`src/rtl/instr_decode_queue_pkg.sv`:
```
// Shared MIPS-32 field positions, immediate-form opcodes and the immediate extension helper
// used by instr_decode_queue (the helper is only referenced when IMM_EXT_EN is defined).
package instr_decode_queue_pkg;

  localparam int OPCODE_MSB = 31;
  localparam int OPCODE_LSB = 26;
  localparam int RS_MSB     = 25;
  localparam int RS_LSB     = 21;
  localparam int RT_MSB     = 20;
  localparam int RT_LSB     = 16;
  localparam int RD_MSB     = 15;
  localparam int RD_LSB     = 11;
  localparam int SHAMT_MSB  = 10;
  localparam int SHAMT_LSB  = 6;
  localparam int FUNCT_MSB  = 5;
  localparam int FUNCT_LSB  = 0;
  localparam int IMM_MSB    = 15;
  localparam int IMM_LSB    = 0;
  localparam int INDEX_MSB  = 25;
  localparam int INDEX_LSB  = 0;

  localparam logic [5:0] OP_ANDI = 6'h0c;
  localparam logic [5:0] OP_ORI  = 6'h0d;
  localparam logic [5:0] OP_XORI = 6'h0e;
  localparam logic [5:0] OP_LUI  = 6'h0f;

  typedef enum logic [1:0] {
    EXT_SIGN,
    EXT_ZERO,
    EXT_UPPER
  } imm_ext_kind_e;

  // Logical immediates are unsigned, LUI places the immediate in the upper half.
  function automatic imm_ext_kind_e imm_ext_kind(input logic [5:0] op);
    imm_ext_kind_e kind;
    case (op)
      OP_ANDI, OP_ORI, OP_XORI: kind = EXT_ZERO;
      OP_LUI:                   kind = EXT_UPPER;
      default:                  kind = EXT_SIGN;
    endcase
    return kind;
  endfunction

  function automatic logic [31:0] imm_extend(input logic [5:0] op, input logic [15:0] imm);
    logic [31:0] ext;
    case (imm_ext_kind(op))
      EXT_ZERO:  ext = {16'h0000, imm};
      EXT_UPPER: ext = {imm, 16'h0000};
      default:   ext = {{16{imm[15]}}, imm};
    endcase
    return ext;
  endfunction

endpackage

```
`src/rtl/instr_decode_queue_mem.sv`:
```
// Entry storage for the decode queue: DEPTH x W register file, one write port, one async read.
// Contents are deliberately not reset; validity is tracked by the pointers in the top.
module instr_queue_mem #(
  parameter int DEPTH = 4,
  parameter int W     = 64,
  localparam int AW   = $clog2(DEPTH)
) (
  input  logic          clk,
  input  logic          we,
  input  logic [AW-1:0] waddr,
  input  logic [W-1:0]  wdata,
  input  logic [AW-1:0] raddr,
  output logic [W-1:0]  rdata
);

  logic [W-1:0] mem [DEPTH];

  always_ff @(posedge clk) begin
    if (we) mem[waddr] <= wdata;
  end

  assign rdata = mem[raddr];

endmodule

```
`src/rtl/instr_decode_queue.sv`:
```
// Buffered fetch-to-decode queue that slices the head entry into MIPS-32 fields.
// Optional macro IMM_EXT_EN adds the imm_ext output (opcode-dependent extended immediate).
module instr_decode_queue
  import instr_decode_queue_pkg::*;
#(
  parameter int INSTR_W = 32,
  parameter int PC_W    = 32,
  parameter int DEPTH   = 4,
  localparam int CW     = $clog2(DEPTH) + 1
) (
  input  logic               clk,
  input  logic               reset,
  input  logic               flush,
  input  logic               in_valid,
  output logic               in_ready,
  input  logic [INSTR_W-1:0] in_instr,
  input  logic [PC_W-1:0]    in_pc,
  output logic               out_valid,
  input  logic               out_ready,
  output logic [INSTR_W-1:0] out_instr,
  output logic [PC_W-1:0]    out_pc,
  output logic [5:0]         opcode,
  output logic [4:0]         rs,
  output logic [4:0]         rt,
  output logic [4:0]         rd,
  output logic [4:0]         shamt,
  output logic [5:0]         funct,
  output logic [15:0]        immediate,
  output logic [25:0]        instr_index,
`ifdef IMM_EXT_EN
  output logic [31:0]        imm_ext,
`endif
  output logic [CW-1:0]      count
);

  localparam int AW = CW - 1;
  localparam int EW = PC_W + INSTR_W;

  logic [CW-1:0]      wr_ptr_q, wr_ptr_d;
  logic [CW-1:0]      rd_ptr_q, rd_ptr_d;
  logic [CW-1:0]      count_q, count_d;
  logic               full, empty, push, pop;
  logic [EW-1:0]      head_entry;
  logic [INSTR_W-1:0] head_instr;

  // Full/empty come from registered pointers only, so in_ready never sees out_ready.
  assign full      = (wr_ptr_q[AW] != rd_ptr_q[AW]) && (wr_ptr_q[AW-1:0] == rd_ptr_q[AW-1:0]);
  assign empty     = (wr_ptr_q == rd_ptr_q);
  assign in_ready  = !full;
  assign out_valid = !empty;
  assign push      = in_valid && !full && !flush;
  assign pop       = out_ready && !empty && !flush;
  assign count     = count_q;

  always_comb begin
    wr_ptr_d = wr_ptr_q;
    rd_ptr_d = rd_ptr_q;
    count_d  = count_q;
    if (flush) begin
      wr_ptr_d = '0;
      rd_ptr_d = '0;
      count_d  = '0;
    end else begin
      if (push) wr_ptr_d = wr_ptr_q + CW'(1);
      if (pop)  rd_ptr_d = rd_ptr_q + CW'(1);
      case ({push, pop})
        2'b10:   count_d = count_q + CW'(1);
        2'b01:   count_d = count_q - CW'(1);
        default: count_d = count_q;
      endcase
    end
  end

  always_ff @(posedge clk) begin
    if (reset) begin
      wr_ptr_q <= '0;
      rd_ptr_q <= '0;
      count_q  <= '0;
    end else begin
      wr_ptr_q <= wr_ptr_d;
      rd_ptr_q <= rd_ptr_d;
      count_q  <= count_d;
    end
  end

  instr_queue_mem #(
    .DEPTH (DEPTH),
    .W     (EW)
  ) u_mem (
    .clk   (clk),
    .we    (push),
    .waddr (wr_ptr_q[AW-1:0]),
    .wdata ({in_pc, in_instr}),
    .raddr (rd_ptr_q[AW-1:0]),
    .rdata (head_entry)
  );

  // Stale storage must never leak out, so the head is zeroed while empty.
  assign head_instr  = empty ? '0 : head_entry[INSTR_W-1:0];
  assign out_pc      = empty ? '0 : head_entry[EW-1:INSTR_W];
  assign out_instr   = head_instr;
  assign opcode      = head_instr[OPCODE_MSB:OPCODE_LSB];
  assign rs          = head_instr[RS_MSB:RS_LSB];
  assign rt          = head_instr[RT_MSB:RT_LSB];
  assign rd          = head_instr[RD_MSB:RD_LSB];
  assign shamt       = head_instr[SHAMT_MSB:SHAMT_LSB];
  assign funct       = head_instr[FUNCT_MSB:FUNCT_LSB];
  assign immediate   = head_instr[IMM_MSB:IMM_LSB];
  assign instr_index = head_instr[INDEX_MSB:INDEX_LSB];

`ifdef IMM_EXT_EN
  assign imm_ext = empty ? 32'h0 : imm_extend(opcode, immediate);
`endif

endmodule

```
`config.mk`:
```
export PLATFORM = sky130hd
export DESIGN_NAME = instr_decode_queue
export DESIGN_NICKNAME = d
export VERILOG_FILES = /design/src/rtl/instr_decode_queue_pkg.sv /design/src/rtl/instr_decode_queue_mem.sv /design/src/rtl/instr_decode_queue.sv
export SDC_FILE = /design/constraint.sdc
export NUM_CORES = 1
export LEC_CHECK = 0
export ABC_AREA = 0
export BUFFER_PORTS_ARGS = -buffer_cell sky130_fd_sc_hd__buf_4
export CAP_MARGIN = 20
export CORE_AREA = 2 2 146 148
export DETAILED_ROUTE_END_ITERATION = 8
export DIE_AREA = 0 0 148 150
export GPL_TIMING_DRIVEN = 0
export MAX_ROUTING_LAYER = met4
export PLACE_DENSITY = 0.88
export SYNTH_ARGS = -nofsm -noshare
export SYNTH_HDL_FRONTEND = slang
export SYNTH_SLANG_ARGS = --single-unit
```
`constraint.sdc`:
```
create_clock -name clk -period 6.2 [get_ports clk]
set_input_delay 0.93 -clock clk [delete_from_list [all_inputs] [get_ports clk]]
set_output_delay 0.93 -clock clk [all_outputs]
set_load 0.02 [all_outputs]
```
==> impl_results.md <==
* Run status: finished, final reports clean
* Count of mapped cells out of synthesis at 565
* Wire length of the first global-routing pass at 32100 um
* Proportion of netlist area held by the largest area contributor at 67.9%
* Average cell area after synthesis at 20.0 sq um
* Synthesized flop and latch total at 267
* Setup-violating endpoint count in the final report at 0
* Last weighted congestion value of the routability-driven placer at 0.843
* Netlist cell types at 41
* Layout Area Growth over Synthesis at 24.9%
* Setup tns final at 0 ns
* Endpoint of the most critical setup path: out_instr[6]
* # hold bufs at CTS at 0
* Crit path capture type: primary output
* Part of the cycle the worst path needs at 58.6%
* Number of diodes added for antenna fixing at 0
* Clock sink count at 267
* 1st-iter DRT viols at 270
* WP data arrival at 2.70 ns
* Residual DRC at 0
* Unrepaired setup endpoints after global routing: no
* Post-route core utilization at 68.4%
* Std-Cell Rows at 53
* Top cell types by occurrence after synthesis: 256 x sky130_fd_sc_hd__edfxtp_1, 78 x sky130_fd_sc_hd__buf_4, 64 x sky130_fd_sc_hd__mux4_2, 40 x sky130_fd_sc_hd__nor2b_4, 19 x sky130_fd_sc_hd__nor2b_1
* Slack of the critical path at 2.57 ns
* Syn Nets at 641
* Final hold violation count at 0
* Critical path peak fanout at 10
* Max Transition Viols Final at 0
* RR Endpoint: count[2]
* Class of the most critical setup path: reg2out
* Post-detail-place hpwl at 14000 um
* Worst-skew pair later-pin latency at 0.53 ns
* Warning count from the yosys run at 0
* Leading area contributor after synthesis: sky130_fd_sc_hd__edfxtp_1
* Number of antenna violations at the first check in global routing at 0
* Area of the die at 22200 sq um
* Headroom to the max-slew limit at 54.4%
* Count of flip-flops with a built-in enable after synthesis at 256
* Maximum buffer depth of the clock tree at 3
* Via density per instance at 5.25
* Number of instances resized during post-cts repair at 0
* R2R depth at 10
* WP data required at 5.27 ns
* Number of buffers added on ports at 210
* Path class of the lowest-slack min-delay path: reg2reg
* Placeable core area at 20700 sq um
* Post-Route WL at 21400 um
* Total power at 3.88 mW
* Die height at 150 um
* Most repeated cell in the gate-level netlist after synthesis: sky130_fd_sc_hd__edfxtp_1
* Chip width at 148 um
* Category of the worst setup path launch point: register
* Effective utilization at floorplan at 54.7%
* Part of the Yosys area used for sequential elements at 69.8%
* Average detailed-routed wire length per instance at 19.4 um
* Layout Nets at 884
* Leakage power total at 5.25 nW
* Via count at 5790
* Final worst hold slack at 0.505 ns
* Main synth FF type: sky130_fd_sc_hd__edfxtp_1
* Register-to-register setup slack at 3.37 ns
* Upper clock frequency limit at 0.275 GHz
* Maximum number of pins on one net before global-route repair at 55
* CTS H-tree lvls at 1
* Actual slew at the worst max-slew pin at 0.684 ns
* Crit path from: rd_ptr_q[0]
* Number of buffers inserted by post-CTS setup repair at 0
* Count of pins on the block boundary at 212
* Min cycle time layout at 3.63 ns
* Netlist area before placement at 11300 sq um
* Clock root cell: sky130_fd_sc_hd__clkbuf_16
* Drt pass-1 iters at 4
* Power per Cell Area at 274 nW/um^2
* Max-capacitance violation count at 0
* CTS tree: yes
* Fraction of final layout cells with drive strength greater than 1 at 54.2%
* Worst setup slack before clock tree synthesis at 3.13 ns
* Async set-or-reset flop fraction in the synthesized netlist at 0%
* Cell types with the largest area share after synthesis: sky130_fd_sc_hd__edfxtp_1 68%, sky130_fd_sc_hd__mux4_2 13%, sky130_fd_sc_hd__buf_4 5.2%
* Setup clock skew after layout at 0.0155 ns
* Reg clk slew, reported paths at 0.06 ns
* Remaining Overflow, GRT at 0
* Number of buffers created by CTS at 26
* Worst vdd rail ir drop at 0.000265 V
* Number of global-route vias before repair at 6046
* Total track usage at 19.5%
* Launching point of the worst reg2reg path: wr_ptr_q[2]
* Antenna-violating nets left at 0
layout by cell type (no fill, tap or decap), types with 2 or more instances in the layout:
master | netlist | final
sky130_fd_sc_hd__o21ai_0 | 4 | 4
sky130_fd_sc_hd__o221ai_1 | 2 | 2
sky130_fd_sc_hd__buf_4 | 78 | 288
sky130_fd_sc_hd__buf_16 | 0 | 2
sky130_fd_sc_hd__inv_1 | 9 | 9
sky130_fd_sc_hd__dfxtp_1 | 11 | 11
sky130_fd_sc_hd__nor4b_1 | 2 | 2
sky130_fd_sc_hd__ha_1 | 6 | 6
sky130_fd_sc_hd__clkinv_2 | 0 | 4
sky130_fd_sc_hd__o311ai_0 | 2 | 2
sky130_fd_sc_hd__mux4_2 | 64 | 64
sky130_fd_sc_hd__or3_1 | 2 | 2
sky130_fd_sc_hd__nand3_1 | 3 | 3
sky130_fd_sc_hd__and2_4 | 0 | 3
sky130_fd_sc_hd__xnor2_1 | 3 | 3
sky130_fd_sc_hd__buf_12 | 4 | 7
sky130_fd_sc_hd__o211ai_1 | 3 | 3
sky130_fd_sc_hd__a21oi_1 | 4 | 3
sky130_fd_sc_hd__xor2_2 | 3 | 3
sky130_fd_sc_hd__and2b_1 | 5 | 5
sky130_fd_sc_hd__clkbuf_1 | 6 | 11
sky130_fd_sc_hd__a211o_1 | 2 | 2
sky130_fd_sc_hd__nor2b_4 | 40 | 40
sky130_fd_sc_hd__clkbuf_16 | 0 | 27
sky130_fd_sc_hd__a31oi_1 | 2 | 2
sky130_fd_sc_hd__buf_2 | 7 | 7
sky130_fd_sc_hd__edfxtp_1 | 256 | 256
sky130_fd_sc_hd__clkinv_1 | 0 | 11
sky130_fd_sc_hd__nor2_1 | 5 | 5
sky130_fd_sc_hd__nor2b_1 | 19 | 19
sky130_fd_sc_hd__xor2_1 | 2 | 2
sky130_fd_sc_hd__nand2_1 | 5 | 5
kinds of logic after synthesis:
| group | synth area share [%] |
|---|---|
| AO/OA/AOI/OAI | 1.28 |
| XOR/XNOR | 0.818 |
| adder cells (fa/ha/maj) | 0.840 |
| buffers and inverters | 6.82 |
| flip-flops | 69.8 |
| multiplexers | 12.7 |
| AND/OR/NAND/NOR | 7.70 |
area by class of cell:
type / count / area (sq um)
Buffer: 97 / 738
Clock buffer: 32 / 694
Clock inverter: 16 / 68.8
Fill cell: 1326 / 6550
Inverter: 9 / 33.8
Multi-Input combinational cell: 192 / 2670
Sequential cell: 267 / 7910
Tap cell: 275 / 344
Timing Repair Buffer: 215 / 1690
sequential cells by signal, summed over array words and instances, names as in the netlist, named ones only:
register	flops
wr_ptr_q	3
rd_ptr_q	3
count	3
u_mem.mem	256
through the flow:
| stage | instances | instance area, sq um |
|---|---|---|
| after global routing | 1103 | 14100 |
| after floorplan | 565 | 11300 |
| after detailed placement | 1055 | 13400 |
| final | 1103 | 14100 |
| after CTS | 1103 | 14100 |
| after global placement | 1050 | 13200 |
how the worst min path moves through the flow:
stage	start	cells after the start	endpoint	slack [ns]
after floorplan	wr_ptr_q[2]	2	wr_ptr_q[2]	0.52
after detailed placement	count[2]	2	count[2]	0.51
after global placement	count[2]	2	count[2]	0.47
after global routing	count[2]	2	count[2]	0.55
final	count[2]	2	count[2]	0.51
after CTS	count[2]	2	count[2]	0.52
power by group:
group	total, mW	switching, mW	internal, mW	leakage, nW
clock	1.41	0.617	0.789	0.372
combinational	0.455	0.230	0.224	2.46
sequential	2.02	0.00889	2.01	2.41
layer usage:
layer / vias to the layer above / wire [um] / GRT usage, %
li1: 2622 / - / -
met1: 2910 / 8110 / 23.3
met2: 234 / 11500 / 35.0
met3: 24 / 1490 / 3.41
met4: 0 / 252 / 3.90
met5: - / 0 / -
critical path, cell delays in order, from the launching register on:
cell                       delay (ns)
sky130_fd_sc_hd__dfxtp_1         0.52
sky130_fd_sc_hd__xor2_2          0.20
sky130_fd_sc_hd__nor3_2          0.46
sky130_fd_sc_hd__clkbuf_1        0.48
sky130_fd_sc_hd__nor2b_1         0.20
sky130_fd_sc_hd__buf_4           0.18
sky130_fd_sc_hd__buf_4           0.15
(Power assumes the default switching activity.)
